$ cat src/rtl/serial_master_port.sv
// serial_master_port: serial bus master that sends a 2-bit slave address, then DATA_WIDTH data bits LSB first, and aborts on a not-ready timeout.
// Ports: clk/reset (async, active-low); req_valid/req_ready/req_slave/req_data form the host request;
// done/error report completion; m1_address_valid/m1_address/m1_data/m1_valid drive the bus; m1_ready comes from the selected slave.
module serial_master_port #(
    parameter int DATA_WIDTH = 8,
    parameter int TIMEOUT    = 16
) (
    input  logic                  clk,
    input  logic                  reset,
    input  logic                  req_valid,
    output logic                  req_ready,
    input  logic [1:0]            req_slave,
    input  logic [DATA_WIDTH-1:0] req_data,
    output logic                  done,
    output logic                  error,
    output logic                  m1_address_valid,
    output logic                  m1_address,
    output logic                  m1_data,
    output logic                  m1_valid,
    input  logic                  m1_ready
);
    localparam int CW = $clog2(TIMEOUT + 1);
    localparam int BW = $clog2(DATA_WIDTH + 1);
    localparam logic [2:0] IDLE        = 3'd0;
    localparam logic [2:0] ADDR_STROBE = 3'd1;
    localparam logic [2:0] ADDR_MSB    = 3'd2;
    localparam logic [2:0] ADDR_LSB    = 3'd3;
    localparam logic [2:0] GAP         = 3'd4;
    localparam logic [2:0] DATA        = 3'd5;
    localparam logic [2:0] FINISH      = 3'd6;
    localparam logic [CW-1:0] TO_LAST  = CW'(TIMEOUT - 1);
    localparam logic [BW-1:0] BIT_LAST = BW'(DATA_WIDTH - 1);

    logic [2:0]            state_q, state_d;
    logic [1:0]            slave_q, slave_d;
    logic [DATA_WIDTH-1:0] shift_q, shift_d;
    logic [CW-1:0]         cnt_q, cnt_d;
    logic [BW-1:0]         bits_q, bits_d;
    logic                  error_q, error_d;
    logic                  req_ready_q, done_q, addr_valid_q, addr_q, data_q, valid_q;
    logic                  addr_d;

    always_comb begin
        state_d = state_q;
        slave_d = slave_q;
        shift_d = shift_q;
        cnt_d   = cnt_q;
        bits_d  = bits_q;
        error_d = error_q;
        case (state_q)
            IDLE: if (req_valid) begin
                state_d = ADDR_STROBE;
                slave_d = req_slave;
                shift_d = req_data;
            end
            ADDR_STROBE: state_d = ADDR_MSB;
            ADDR_MSB:    state_d = ADDR_LSB;
            ADDR_LSB:    state_d = GAP;
            GAP: begin
                state_d = DATA;
                cnt_d   = '0;
                bits_d  = '0;
            end
            // A ready bit wins over the timeout that would otherwise fire on this cycle.
            DATA: if (m1_ready) begin
                cnt_d   = '0;
                shift_d = shift_q >> 1;
                bits_d  = bits_q + 1'b1;
                if (bits_q == BIT_LAST) begin
                    state_d = FINISH;
                    error_d = 1'b0;
                end
            end else if (cnt_q == TO_LAST) begin
                state_d = FINISH;
                error_d = 1'b1;
            end else begin
                cnt_d = cnt_q + 1'b1;
            end
            FINISH:  state_d = IDLE;
            default: state_d = IDLE;
        endcase
        addr_d = state_d == ADDR_MSB ? slave_d[1] : state_d == ADDR_LSB ? slave_d[0] : 1'b0;
    end

    // Outputs are registered from the next state so every bus signal lines up with its state.
    always_ff @(posedge clk or negedge reset) begin
        if (!reset) begin
            state_q      <= IDLE;
            slave_q      <= '0;
            shift_q      <= '0;
            cnt_q        <= '0;
            bits_q       <= '0;
            error_q      <= 1'b0;
            req_ready_q  <= 1'b1;
            done_q       <= 1'b0;
            addr_valid_q <= 1'b0;
            addr_q       <= 1'b0;
            data_q       <= 1'b0;
            valid_q      <= 1'b0;
        end else begin
            state_q      <= state_d;
            slave_q      <= slave_d;
            shift_q      <= shift_d;
            cnt_q        <= cnt_d;
            bits_q       <= bits_d;
            error_q      <= error_d;
            req_ready_q  <= state_d == IDLE;
            done_q       <= state_d == FINISH;
            addr_valid_q <= state_d == ADDR_STROBE;
            addr_q       <= addr_d;
            data_q       <= state_d == DATA ? shift_d[0] : 1'b0;
            valid_q      <= state_d == DATA;
        end
    end

    assign req_ready        = req_ready_q;
    assign done             = done_q;
    assign error            = error_q;
    assign m1_address_valid = addr_valid_q;
    assign m1_address       = addr_q;
    assign m1_data          = data_q;
    assign m1_valid         = valid_q;
endmodule

$ cat config.mk
export PLATFORM = sky130hd
export DESIGN_NAME = serial_master_port
export DESIGN_NICKNAME = d
export VERILOG_FILES = /design/src/rtl/serial_master_port.sv
export SDC_FILE = /design/constraint.sdc
export NUM_CORES = 1
export LEC_CHECK = 0
export CAP_MARGIN = 20
export CORE_MARGIN = 2
export CORE_UTILIZATION = 35
export CTS_CLUSTER_SIZE = 25
export DETAILED_ROUTE_END_ITERATION = 10
export GPL_ROUTABILITY_DRIVEN = 0
export PLACE_DENSITY_LB_ADDON = 0.12
export SYNTH_ARGS = -nofsm -noshare
export SYNTH_HDL_FRONTEND = slang
export SYNTH_SLANG_ARGS = --single-unit
$ cat constraint.sdc
create_clock -name clk -period 1.9 [get_ports clk]
set_clock_uncertainty 0.2 [all_clocks]
set_input_delay 0.19 -clock clk [delete_from_list [all_inputs] [get_ports clk]]
set_output_delay 0.19 -clock clk [all_outputs]
set_load 0.005 [all_outputs]
Word level (Yosys, flattened, before mapping)
Index checks and enable logic that the tools add are counted.

word-level totals
  output and inout port bits = 7
  bits in registers = 29
  word-level logic and storage cells = 61
  bits of input ports = 14

operators by class
  $add $sub $neg = 2
  muxes and demuxes = 21
  equality and inequality tests = 16
  reductions and logical operators = 9

operators with widths
  kind                                           count
  one-hot mux 3 bit (6 select lines)             1
  2-to-1 mux 8 bit                               2
  one-hot mux 8 bit (2 select lines)             1
  == test 3 x 2 -> 1 bit, second input constant  4
  == test 3 bit, second input constant           4
  2-to-1 mux 3 bit                               4
  2-to-1 mux 5 bit                               2
  one-hot mux 5 bit (2 select lines)             1
  one-hot mux 4 bit (2 select lines)             1
  == test 3 x 1 -> 1 bit, second input constant  2
  zero test 3 bit                                2
  2-to-1 mux 1 bit                               6
  AND reduction 3 bit                            2
  nonzero test 2 bit                             3
  adder 5 x 1 -> 5 bit, second input constant    1
  == test 5 x 4 -> 1 bit, second input constant  1
  adder 4 x 1 -> 4 bit, second input constant    1
  == test 4 x 3 -> 1 bit, second input constant  1
  2-to-1 mux 2 bit                               2
  2-to-1 mux 4 bit                               1
  != test 2 bit, second input constant           2
  AND reduction 2 bit                            2
  != test 3 bit, second input constant           1
  != test 2 x 1 -> 1 bit, second input constant  1

Logic depth before layout (Yosys ltp)
  depth in word-level cells = 7
  gate-level depth with buffers = 6
  gate-level depth less buffers = 6

Worst setup path after synthesis
OpenSTA, ideal clock, no wires.

  kind = register to register
  start point = reg cnt_q[0]
  end point = reg cnt_q[1]
  arrival = 1415 ps
  path slack = 160 ps
  cell stages (with the launch flop) = 7
  library setup time = 125 ps
  path buffers = 0
  clock period less this slack = 1740 ps
  data required time = 1575 ps
  cells stage by stage = dfrtp_1 > ha_1 > and3_1 > ha_1 > nand3b_1 > nand2_1 > mux2_2

between the ends
  word-level cells in the longest chain between the ends = 4
  elaborated cells between the ends (all ways) = 7
  classes of those cells = 1 x add/sub; 2 x eq/ne; 3 x mux; 1 x reduce/logical

ends and longest elaborated chain
  what                                RTL line  source
  start, declared                     37        logic [CW-1:0] cnt_q, cnt_d;
  start signal, assigned              104       cnt_q <= cnt_d;
  adder 5 x 1 -> 5 bit                77        cnt_d = cnt_q + 1'b1;
  2-to-1 mux 5 bit                    73        end else if (cnt_q == TO_LAST) begin
  2-to-1 mux 5 bit                    65        DATA: if (m1_ready) begin
  one-hot mux 5 bit (2 select lines)  50        case (state_q)

Parallel ways exist; a longest one is shown, timed or not. The select of a mux whose other input is x is not followed.
A chain may end at the register's enable or synchronous reset.

Worst setup path in the final report
  start point = reg cnt_q[0]
  end point = reg cnt_q[0]

Same word-level chain as after synthesis.

==> flow_summary.rst <==
.. list-table::
   :header-rows: 1

   * - Metric
     - Value
   * - Leakage dissipation
     - 0.8180 nW
   * - Antenna Nets Post-Route
     - 0
   * - Number of antenna violations at the first check in global routing
     - 0
   * - MaxCap Viol Count
     - 0
   * - Syn Nets
     - around 140
   * - Result of the run
     - finished clean
   * - Post-synthesis to final-layout area growth
     - 28.43%
   * - Die W
     - 68.12 um
   * - Portion of the post-synthesis area used by sequential elements
     - 50.52%
   * - Post-synth top flop
     - sky130_fd_sc_hd__dfrtp_1
   * - Tightest Pin Transition
     - around 420 ps
   * - Req. time, crit path
     - 1860 ps
   * - Clk_lat worst skew
     - 270 ps
   * - Power density cells
     - 1352 nW/um^2
   * - Worst r2r path cells
     - 6
   * - Dominant cell type by area after synthesis
     - sky130_fd_sc_hd__dfrtp_1
   * - Routed wire length
     - between 2000 and 3000 um
   * - Clock transition at the register clock pins on the worst setup and hold paths after CTS
     - 60 ps
   * - Peak Freq
     - approximately 540 MHz
   * - Arrival time of the worst setup path
     - 1790 ps
   * - Most common cell after layout, fill and taps aside
     - sky130_fd_sc_hd__dfrtp_1
   * - All-layer global routing usage
     - between 10 and 15%
   * - Most frequent cell on the critical path
     - sky130_fd_sc_hd__ha_2
   * - Hold Path Class
     - primary input to asynchronous set/reset pin
   * - Number of buffers created by CTS
     - 5
   * - Level count of the clock H-tree
     - 2
   * - Kind of start point of the critical path
     - flip-flop
   * - Average wire length per cell after detail routing
     - roughly 13 um
   * - Crit path max-delay cell type
     - sky130_fd_sc_hd__dfrtp_1
   * - Router iterations before antenna repair
     - 5
   * - Footprint of the flip-flops and latches
     - 726.9 um^2
   * - Total negative slack
     - 0 ps
   * - Post-Layout Inst Area
     - 1848 um^2
   * - Number of design rule violations left after detail routing
     - 0
   * - Post-synth ARST share
     - 100.0%
   * - Startpoint of the most critical register-to-register path
     - cnt_q[0]$_DFFE_PN0P_
   * - Number of instances in the synthesized netlist
     - about 130
   * - Final Hold Slack
     - between 100 and 150 ps
   * - Y dimension of the die
     - approximately 70 um
   * - Final setup violating endpoints
     - 0
   * - Total grt overflow
     - 0
   * - Endpoint of the worst-slack reg-to-reg timing path
     - cnt_q[0]$_DFFE_PN0P_
   * - Effective utilization at floorplan
     - 36.23%
   * - First-pass GRT wire length
     - 4767 um
   * - WS Path Type
     - flip-flop to flip-flop
   * - Number of register bits inferred by synthesis
     - 29
   * - Clock Root Buffer
     - sky130_fd_sc_hd__clkbuf_8
   * - Fraction of final layout cells with drive strength greater than 1
     - 25.62%
   * - Overall die area
     - 4640 um^2
   * - Setup repair after global routing missed its margin
     - true
   * - Vias in the first global route
     - between 1000 and 1500
   * - Relative max-transition margin
     - 71.98%
   * - Crit-path cells
     - ha_2, and3_1, ha_2, nand3b_1, nor3b_4, mux2_2
   * - Worst vdd ir
     - roughly 0.43 mV
   * - Routed via count
     - approximately 1000
   * - Register-to-register setup slack
     - 60 ps
   * - Maximum fanout along the worst path
     - 4
   * - I/O pin total
     - 21
   * - Number of cells after detailed placement
     - 201
   * - Post-layout minimum cycle time
     - 1838 ps
   * - Hold Fails Final Rpt
     - 0
   * - Leading cell types by total area after synthesis
     - sky130_fd_sc_hd__dfrtp_1 49%, sky130_fd_sc_hd__o21ai_2 4.9%, sky130_fd_sc_hd__a22o_1 4.3%
   * - Utilization after layout
     - 46.53%
   * - Maximum number of pins on one net before global-route repair
     - 30
   * - Endpoint kind of the worst setup timing path
     - flip-flop
   * - Critical path's largest stage delay
     - 360 ps
   * - CTS tree
     - done
   * - Cell area after synthesis
     - around 1400 um^2
   * - Iteration-0 DRC count of the detailed router
     - 79
   * - Total of buffers placed on input and output ports
     - 20
   * - Area of the multi-input gates
     - approximately 630 um^2
   * - Placed wire-length estimate after detailed placement
     - 1997 um
   * - Share of Yosys cell area claimed by the top area cell type
     - 48.70%
   * - Final Slew Violations
     - 0
   * - Antenna diode count
     - 0
   * - Highest-count cells in the layout ignoring fill and taps
     - 28 x sky130_fd_sc_hd__dfrtp_1, 20 x sky130_fd_sc_hd__clkdlybuf4s50_1, 14 x sky130_fd_sc_hd__buf_4
   * - Mean number of vias per cell
     - 4.995
   * - Placed instance area
     - 1733 um^2
   * - Synth cell types
     - 37
   * - Post-layout net count
     - 177
   * - Placement Rows
     - 23
   * - Deepest clock path buffer count
     - 2
   * - Average footprint of a synthesized cell
     - around 11 um^2
   * - Tcrit/Tclk final
     - between 90 and 100%
   * - Number of flops mapped to enable cells by yosys
     - 0
   * - Synthesis warning total
     - 0
   * - Layout filler cell count
     - 359
   * - Number of standard cells in the layout, taps in and fillers out
     - 210
   * - Num Clock Sinks
     - 29
   * - Core area
     - around 4000 um^2
==> per-layer routing <==
metal / vias to the layer above / global-route usage (%) / wire [um]
met4: 0 / 6.000 / 44
met2: 26 / 21.72 / 1292
met5: - / 0 / 0
li1: 519 / - / -
met1: 498 / 17.96 / 1341
met3: 6 / 4.605 / 153
==> what timing repair did <==
action / 4_1_cts / 5_1_grt
hold buffers: 0 / 0
setup buffers: 0 / 2
endpoints found under the setup margin: 0 / 6
gates resized for setup: 0 / 5
==> cells in the mapped netlist, drive strengths merged, types with 2 or more instances <==
| cell | instances |
|---|---|
| dfrtp | 28 |
| inv | 11 |
| o21ai | 9 |
| nand2 | 8 |
| a22o | 7 |
| a22oi | 7 |
| buf | 7 |
| mux2 | 7 |
| nor2 | 4 |
| a21oi | 3 |
| and3 | 3 |
| ha | 3 |
| nand3b | 3 |
| nor2b | 3 |
| nor3b | 3 |
| a221oi | 2 |
| nand2b | 2 |
| o211ai | 2 |
| o22a | 2 |
==> report_power, final <==
group,switching (W),internal (W)
combinational,0.000430,0.000520
clock,0.000217,0.000287
sequential,0.000191,0.000854
==> logic make-up after synthesis <==
group                    synth area share [%]
buffers and inverters                   6.956
multiplexers                            5.478
flip-flops                              50.52
AND/OR/NAND/NOR                         15.30
AO/OA/AOI/OAI                           19.13
adder cells (fa/ha/maj)                 2.609
==> worst max-delay path: cells and delay by family (launching register included) <==
kind | cells | cell delay [ps]
fa+ha+maj | 2 | 350
flops | 1 | 360
mux | 1 | 270
simple gates | 3 | 520
==> worst max-delay path by stage <==
stage / start / to / slack (ps) / depth (start not counted)
floorplan: cnt_q[0]$_DFFE_PN0P_ / cnt_q[1]$_DFFE_PN0P_ / 160 / 6
global placement: m1_ready / shift_q[0]$_DFF_PN0_ / 20 / 4
detailed placement: m1_ready / shift_q[1]$_DFFE_PN0P_ / -20 / 4
CTS: cnt_q[0]$_DFFE_PN0P_ / cnt_q[0]$_DFFE_PN0P_ / 30 / 6
global route: cnt_q[0]$_DFFE_PN0P_ / cnt_q[4]$_DFFE_PN0P_ / -10 / 6
finish: cnt_q[0]$_DFFE_PN0P_ / cnt_q[0]$_DFFE_PN0P_ / 60 / 6
==> sequential cells by signal, indices dropped and copies added, names as in the netlist, 2 cells and up <==
name	cells
cnt_q	5
slave_q	2
bits_q	4
state_q	3
shift_q	8
==> cell type report <==
class / instances / area share, %
sequential: 29 / 39.34
timing repair buffer: 34 / 16.52
inverter: 11 / 2.234
multi-input combinational: 79 / 33.85
clock buffer: 7 / 4.672
tap: 50 / 3.385
==> per-stage QoR <==
| step | setup slack (ps) | total power, W |
|---|---|---|
| 6_report | 62.21 | 0.002499 |
| 5_1_grt | -10.52 | 0.002689 |
| 4_1_cts | 27.09 | 0.002507 |
| 3_5_place_dp | -15.30 | 0.001991 |
| 3_3_place_gp | 15.78 | 0.001966 |
| 2_1_floorplan | 159.8 | 0.001684 |
(Power assumes the default switching activity.)
